**src/rtl/l0_pool_reader.sv**
```systemverilog
// 2x2/stride-2 max-pool reader over two layer-0 channel RAMs, paced by the layer-0 write count.
// Latency: 5 cycles from RD entry to out_vld; holds the pooled pixel and stops reading while !out_rdy.
module l0_pool_reader #(
    parameter int W  = 28,
    parameter int H  = 28,
    parameter int DW = 18,
    parameter int AW = 10
) (
    input  logic          clk,
    input  logic          rst_n,
    input  logic          tx_done,
    input  logic [AW-1:0] wr_cnt,
    output logic [AW-1:0] ram_addr,
    input  logic [DW-1:0] ram_dout_0,
    input  logic [DW-1:0] ram_dout_1,
    output logic          out_vld,
    input  logic          out_rdy,
    output logic [DW-1:0] pool_0,
    output logic [DW-1:0] pool_1,
    output logic [AW-1:0] out_idx,
    output logic          frame_done
);

    localparam int PW    = W / 2;
    localparam int NPOOL = PW * (H / 2);

    localparam logic [AW-1:0] ONE_A    = AW'(1);
    localparam logic [AW-1:0] TWO_A    = AW'(2);
    localparam logic [AW-1:0] ROW_A    = AW'(W);
    localparam logic [AW-1:0] LAST_IDX = AW'(NPOOL - 1);
    localparam logic [AW-1:0] LAST_COL = AW'(PW - 1);
    localparam logic [AW:0]   LEAD     = (AW + 1)'(W + 2);

    typedef enum logic [2:0] {
        ST_WAIT,
        ST_RD,
        ST_CAP,
        ST_OUT,
        ST_DONE
    } state_t;

    state_t        state, state_n;
    logic [AW-1:0] base;
    logic [AW-1:0] col;
    logic [1:0]    k;
    logic [DW-1:0] max_0, max_1;
    logic [AW-1:0] next_addr;
    logic          wr_ok;
    logic          last_win;
    logic          hs;

    function automatic logic [DW-1:0] umax(input logic [DW-1:0] a, input logic [DW-1:0] b);
        return (b > a) ? b : a;
    endfunction

    // The window's last pixel sits at base+W+1, so all four exist once wr_cnt > base+W+1.
    assign wr_ok    = ({1'b0, wr_cnt} >= ({1'b0, base} + LEAD));
    assign last_win = (out_idx == LAST_IDX);
    assign out_vld  = (state == ST_OUT);
    assign hs       = out_vld && out_rdy;
    assign pool_0   = max_0;
    assign pool_1   = max_1;

    always_comb begin
        next_addr = base + ROW_A + ONE_A;
        case (k)
            2'd0:    next_addr = base + ONE_A;
            2'd1:    next_addr = base + ROW_A;
            default: next_addr = base + ROW_A + ONE_A;
        endcase
    end

    always_ff @(posedge clk or negedge rst_n) begin
        if (!rst_n) begin
            state <= ST_WAIT;
        end else begin
            state <= state_n;
        end
    end

    always_comb begin
        state_n = state;
        case (state)
            ST_WAIT: if (wr_ok) state_n = ST_RD;
            ST_RD:   if (k == 2'd3) state_n = ST_CAP;
            ST_CAP:  state_n = ST_OUT;
            ST_OUT:  if (hs) state_n = last_win ? ST_DONE : ST_WAIT;
            ST_DONE: state_n = ST_DONE;
            default: state_n = ST_WAIT;
        endcase
        if (tx_done) state_n = ST_WAIT;
    end

    always_ff @(posedge clk or negedge rst_n) begin
        if (!rst_n) begin
            base       <= '0;
            col        <= '0;
            k          <= '0;
            max_0      <= '0;
            max_1      <= '0;
            out_idx    <= '0;
            ram_addr   <= '0;
            frame_done <= 1'b0;
        end else if (tx_done) begin
            base       <= '0;
            col        <= '0;
            k          <= '0;
            max_0      <= '0;
            max_1      <= '0;
            out_idx    <= '0;
            frame_done <= 1'b0;
        end else begin
            frame_done <= 1'b0;
            case (state)
                ST_WAIT: begin
                    if (wr_ok) begin
                        ram_addr <= base;
                        k        <= '0;
                    end
                end
                ST_RD: begin
                    k <= k + 2'd1;
                    if (k != 2'd3) ram_addr <= next_addr;
                    // RAM data lags the address by one cycle: k==1 carries pixel 0.
                    if (k == 2'd1) begin
                        max_0 <= ram_dout_0;
                        max_1 <= ram_dout_1;
                    end else if (k != 2'd0) begin
                        max_0 <= umax(max_0, ram_dout_0);
                        max_1 <= umax(max_1, ram_dout_1);
                    end
                end
                ST_CAP: begin
                    max_0 <= umax(max_0, ram_dout_0);
                    max_1 <= umax(max_1, ram_dout_1);
                end
                ST_OUT: begin
                    if (hs) begin
                        out_idx <= out_idx + ONE_A;
                        if (col == LAST_COL) begin
                            col  <= '0;
                            base <= base + ROW_A + TWO_A;
                        end else begin
                            col  <= col + ONE_A;
                            base <= base + TWO_A;
                        end
                        if (last_win) frame_done <= 1'b1;
                    end
                end
                default: ;
            endcase
        end
    end

endmodule

```
**config.mk**
```make
export PLATFORM = sky130hd
export DESIGN_NAME = l0_pool_reader
export DESIGN_NICKNAME = d
export VERILOG_FILES = /design/src/rtl/l0_pool_reader.sv
export SDC_FILE = /design/constraint.sdc
export NUM_CORES = 1
export LEC_CHECK = 0
export CAP_MARGIN = 20
export CORE_UTILIZATION = 55
export DETAILED_ROUTE_END_ITERATION = 6
export PLACE_DENSITY = 0.92
export REMOVE_ABC_BUFFERS = 1
export SLEW_MARGIN = 30
export SYNTH_ARGS = -nofsm -noshare
export SYNTH_HDL_FRONTEND = slang
export SYNTH_SLANG_ARGS = --single-unit
export TNS_END_PERCENT = 50
```
**constraint.sdc**
```tcl
create_clock -name clk -period 8.94 [get_ports clk]
set_clock_uncertainty 0.05 [all_clocks]
set_input_delay 1.341 -clock clk [delete_from_list [all_inputs] [get_ports clk]]
set_output_delay 1.341 -clock clk [all_outputs]
set_load 0.05 [all_outputs]
```
; Word-level counts from Yosys, hierarchy flattened
; Cells that the tools add are included.
[op_classes]
n_addsub = 9
magnitude_cmp = 3
eq_ne = 15
mux = 38
n_bitwise = 1
n_reduce_logical = 14
[op_table]
columns = cell, n
row1 = $mux 18, 8
row2 = $mux 10, 13
row3 = $pmux 18 s2, 2
row4 = $add 10x1->10 const B, 4
row5 = $pmux 10 s2, 2
row6 = $gt 18x18->1, 2
row7 = $add 10x2->10 const B, 2
row8 = $mux 3, 5
row9 = $pmux 3 s5, 1
row10 = $add 10x5->11 const B, 1
row11 = $ge 10x11->1, 1
row12 = $add 10x5->10 const B, 1
row13 = $eq 10x4->1 const B, 1
row14 = $eq 10x8->1 const B, 1
row15 = $reduce_bool 2->1, 4
row16 = $eq 3x2->1 const B, 2
row17 = $ne 2x2->1 const B, 3
row18 = $ne 3x3->1 const B, 2
row19 = $reduce_and 2->1, 3
row20 = $reduce_bool 3->1, 2
row21 = $mux 1, 4
row22 = $mux 2, 2
row23 = $ne 4x4->1 const B, 1
row24 = $pmux 2 s2, 1
row25 = other kinds (12), 12
[totals]
reg_bits = 82
in_bits = 50
output_inout_bits = 58

; Depth between registers and ports, before layout
[depth]
depth_word = 6
depth_mapped = 15

; Least setup slack after synthesis
; No wires, ideal clock.
[synth_path]
path_kind = register to register
startpoint = register base[2]
endpoint = register ram_addr[1]
t_arrival_ns = 3.231
required_time_ns = 8.765
slack_ns = 5.534
path_stages_with_launch = 16
path_buffers = 2
period_less_slack_ns = 3.406
path_cell_list = dfrtp_1 -> clkbuf_1 -> inv_1 -> ha_1 -> clkbuf_1 -> nand2b_1 -> nand2b_1 -> nand3_1 -> xor2_1 -> ha_1 -> and4_1 -> nand2_1 -> a21oi_1 -> a211oi_1 -> o31ai_4 -> mux2_2
[synth_via]
elab_chain_len = 4
[synth_lines]
columns = element, line
row1 = from (decl), 43  ; logic [AW-1:0] base;
row2 = from (signal assigned), 142  ; base <= base + ROW_A + TWO_A;
row3 = from (signal assigned), 145  ; base <= base + TWO_A;
row4 = $add 10x5->11, 57  ; assign wr_ok = ({1'b0, wr_cnt} >= ({1'b0, base} + LEAD));
row5 = $ge 10x11->1, 57
row6 = $ne 2x2->1 (no line), --
row7 = $reduce_and 4->1 (no line), --
row8 = to (signal assigned), 117  ; ram_addr <= base;
row9 = to (signal assigned), 123  ; if (k != 2'd3) ram_addr <= next_addr;
row10 = to (decl), 13  ; output logic [AW-1:0] ram_addr,
; Every way passes these cells.
; A chain may end at the register's enable or synchronous reset.

; Final worst setup path
[layout_path]
startpoint = register base[2]
endpoint = register ram_addr[3]
[layout_via]
elab_chain_len = 5
[layout_lines]
columns = element, line
row1 = $add 10x5->10, "68, 69"
row2 = $add 10x1->10, 69  ; default: next_addr = base + ROW_A + ONE_A;
row3 = $pmux 10 s2, 66  ; case (k)
row4 = $mux 10, 123
row5 = $pmux 10 s2, 114  ; case (state)
; Parallel ways exist; a longest one is shown, timed or not. The select of a mux whose other input is x is not followed.

==> results.ini <==
[yosys]
yosys_warnings=0
yosys.area.top_type=dfrtp_1
async_flop_share=1.00
ys.flop_type=dfrtp_1
synth_cell_types=71
synth_area_um2=5430
syn_avg_cell_area_um2=9.60
ys_seq_elements=81
yosysTopAreaCellShare=0.373
synth-edff-count=0
synth_cells=566
synthTopCellsByArea=dfrtp_1 37%, ha_1 13%, inv_1 3.8%
ys_seq_area_frac=0.373

[power_and_ir_drop]
p_per_area_nw_per_um2=138
power.leakage_uw=0.00285
p_switching_uw=301
pwr-share-clk=0.324
p_total_uw=938
irDropWorstVdd_v=0.000119
combPwrFrac=0.249
sw_frac_of_total=0.321
intPower_uw=637
p_seq_frac=0.426

[floorplan]
die_x_um=101
pin_count=108
start_util=0.577
num_rows=35
dieArea_um2=10300
die_height_um=101
core_um2=9420

[setup_path]
crit_type=register to register
cp_data_required_time_ps=9140
cp-end-kind=register
critPathBufInv=1
start_kind=register
r2r-end=ram_addr[3]
rr_worst_depth=13
cp_data_arrival_time_ps=4090
cp.depth=13
critPathMaxStageDelay_ps=630
rr_startpoint=base[2]
crit_fanout=11
crit_family=compound AO/OA/AOI/OAI gates
r2r_slack_ps=5040
cp_cell_sequence=inv_1 > ha_1 > nand2b_1 > nand2b_1 > nand3_1 > xor2_1 > ha_1 > and4_1 > nand2_1 > a21oi_1 > a211oi_1 > o31ai_4 > mux2_2
slowest_stage=a211oi_1
endpoint=ram_addr[3]
cp-startpoint=base[2]

[clock_tree]
root_buffer=clkbuf_8
htreeDepth=3
numCtsBuffers=9
cts_resized=0
cts_buffer_depth=2
clock_latency_ps=360
clock-sinks=81
ctsHoldBuffers=0
clk_pin_slew_ps=90
post_cts_buffers=0
cts_tree=built

[run]
cap_violations=0

[route]
ant_nets=0
drc=0
detail_route.wl_per_cell_um=17.0
viasPerCell=6.10
vias=4841
drtIter0Drc=394
drt_wl_total_um=13500
dr.pass1.iters=4

[cells_and_area]
area_growth_pct=24.7
mostFrequentLayoutCell=clkdlybuf4s50_1
final_cell_mix=105 x clkdlybuf4s50_1, 81 x dfrtp_1, 55 x inv_1, 55 x ha_1, 37 x nor2_1
n_antenna_cell=0
final_nets=764
finalNonFillerCells=793
final_core_util=0.719
drive_gt1_frac=0.0617

[global_routing]
grt_pass1_vias=4760
grt_pass1_wl_um=22300
grt_max_degree=82
grt_usage=0.274
antenna_found_initial=0
gr-total-overflow=0

[min_path]
hold_depth=1
hold_class=register to register
hold_start=ram_addr[6]

[sta]
drv_slew=0
timing.final.crit_share=0.436
relSlewSlack=0.451
finalHoldViolations=0
finalSetupViolCount=0
rsz0062_at_grt=false
clock.fmax_mhz=257
finalCriticalPeriod_ps=3900
tightest_slew_ps=821
setup_tns_ps=0

[placement]
gp_congestion=0.914
place_inst=776
dpl.hpwl_um=9730
io_buffers=106

[status]
status=finished clean

[flip-flops by register name, summed over array words and instances, names as in the netlist]
name / cells
out_idx: 10
base: 9
pool_0: 18
ram_addr: 10
pool_1: 18
state: 3
frame_done: 1
k: 2
col: 10
[power groups by stage]
stage	combinational (uW)	sequential, uW	clock [uW]
floorplan	87.6	458	0
global placement	223	405	0
CTS	234	400	305
finish	234	400	304
detailed placement	232	407	0
global route	254	403	320
[synth_stat cells (all sizes together), types with 3 or more instances]
cell,n
inv,55
ha,55
a31oi,5
o311ai,3
dfrtp,81
xor2,16
and4,5
nand3,23
o21ai,19
o211ai,3
xnor2,16
nor4,3
nand2b,6
nand2,32
clkbuf,11
o21a,5
a21o,14
buf,15
nand4,11
nor2b,5
a311oi,3
a32o,18
nor3,15
a21oi,25
o31ai,5
nor2,37
and2,4
mux2,11
and3,5
a22o,19
or3,8
[metrics by stage]
| step | instance area (um^2) | setup slack (ps) | hold slack [ps] |
|---|---|---|---|
| detailed placement | 6540 | 4780 | 445 |
| global placement | 6530 | 4850 | 441 |
| CTS | 6760 | 5120 | 465 |
| finish | 6770 | 5040 | 463 |
| floorplan | 5310 | 5600 | 429 |
| global route | 6770 | 4870 | 477 |
[worst min-delay path by stage]
stage	endpoint
floorplan	col[9]
global placement	ram_addr[3]
detailed placement	ram_addr[6]
CTS	ram_addr[6]
global route	ram_addr[6]
finish	ram_addr[6]
[metal layers]
metal	GRT usage	wire length (um)	vias up
met1	0.351	5650	2363
met4	0.100	285	0
met3	0.0469	828	29
li1	-	-	2255
met2	0.468	6750	194
met5	0	0	-
[cell type report]
class	count	area [um^2]
timing repair buffer	108	1080
sequential	81	2030
clock buffer	9	124
multi-input combinational	404	3070
fill	680	2640
clock inverter	7	101
inverter	55	206
tap	129	161
[cell families after synthesis]
family / after synthesis / synth area share
flops: 81 / 0.373
mux: 12 / 0.0246
simple gates: 166 / 0.163
fa+ha+maj: 55 / 0.127
compound gates: 139 / 0.199
xor+xnor: 32 / 0.0516
buf+inv: 81 / 0.0615
Power figures use the tool's default switching activity.
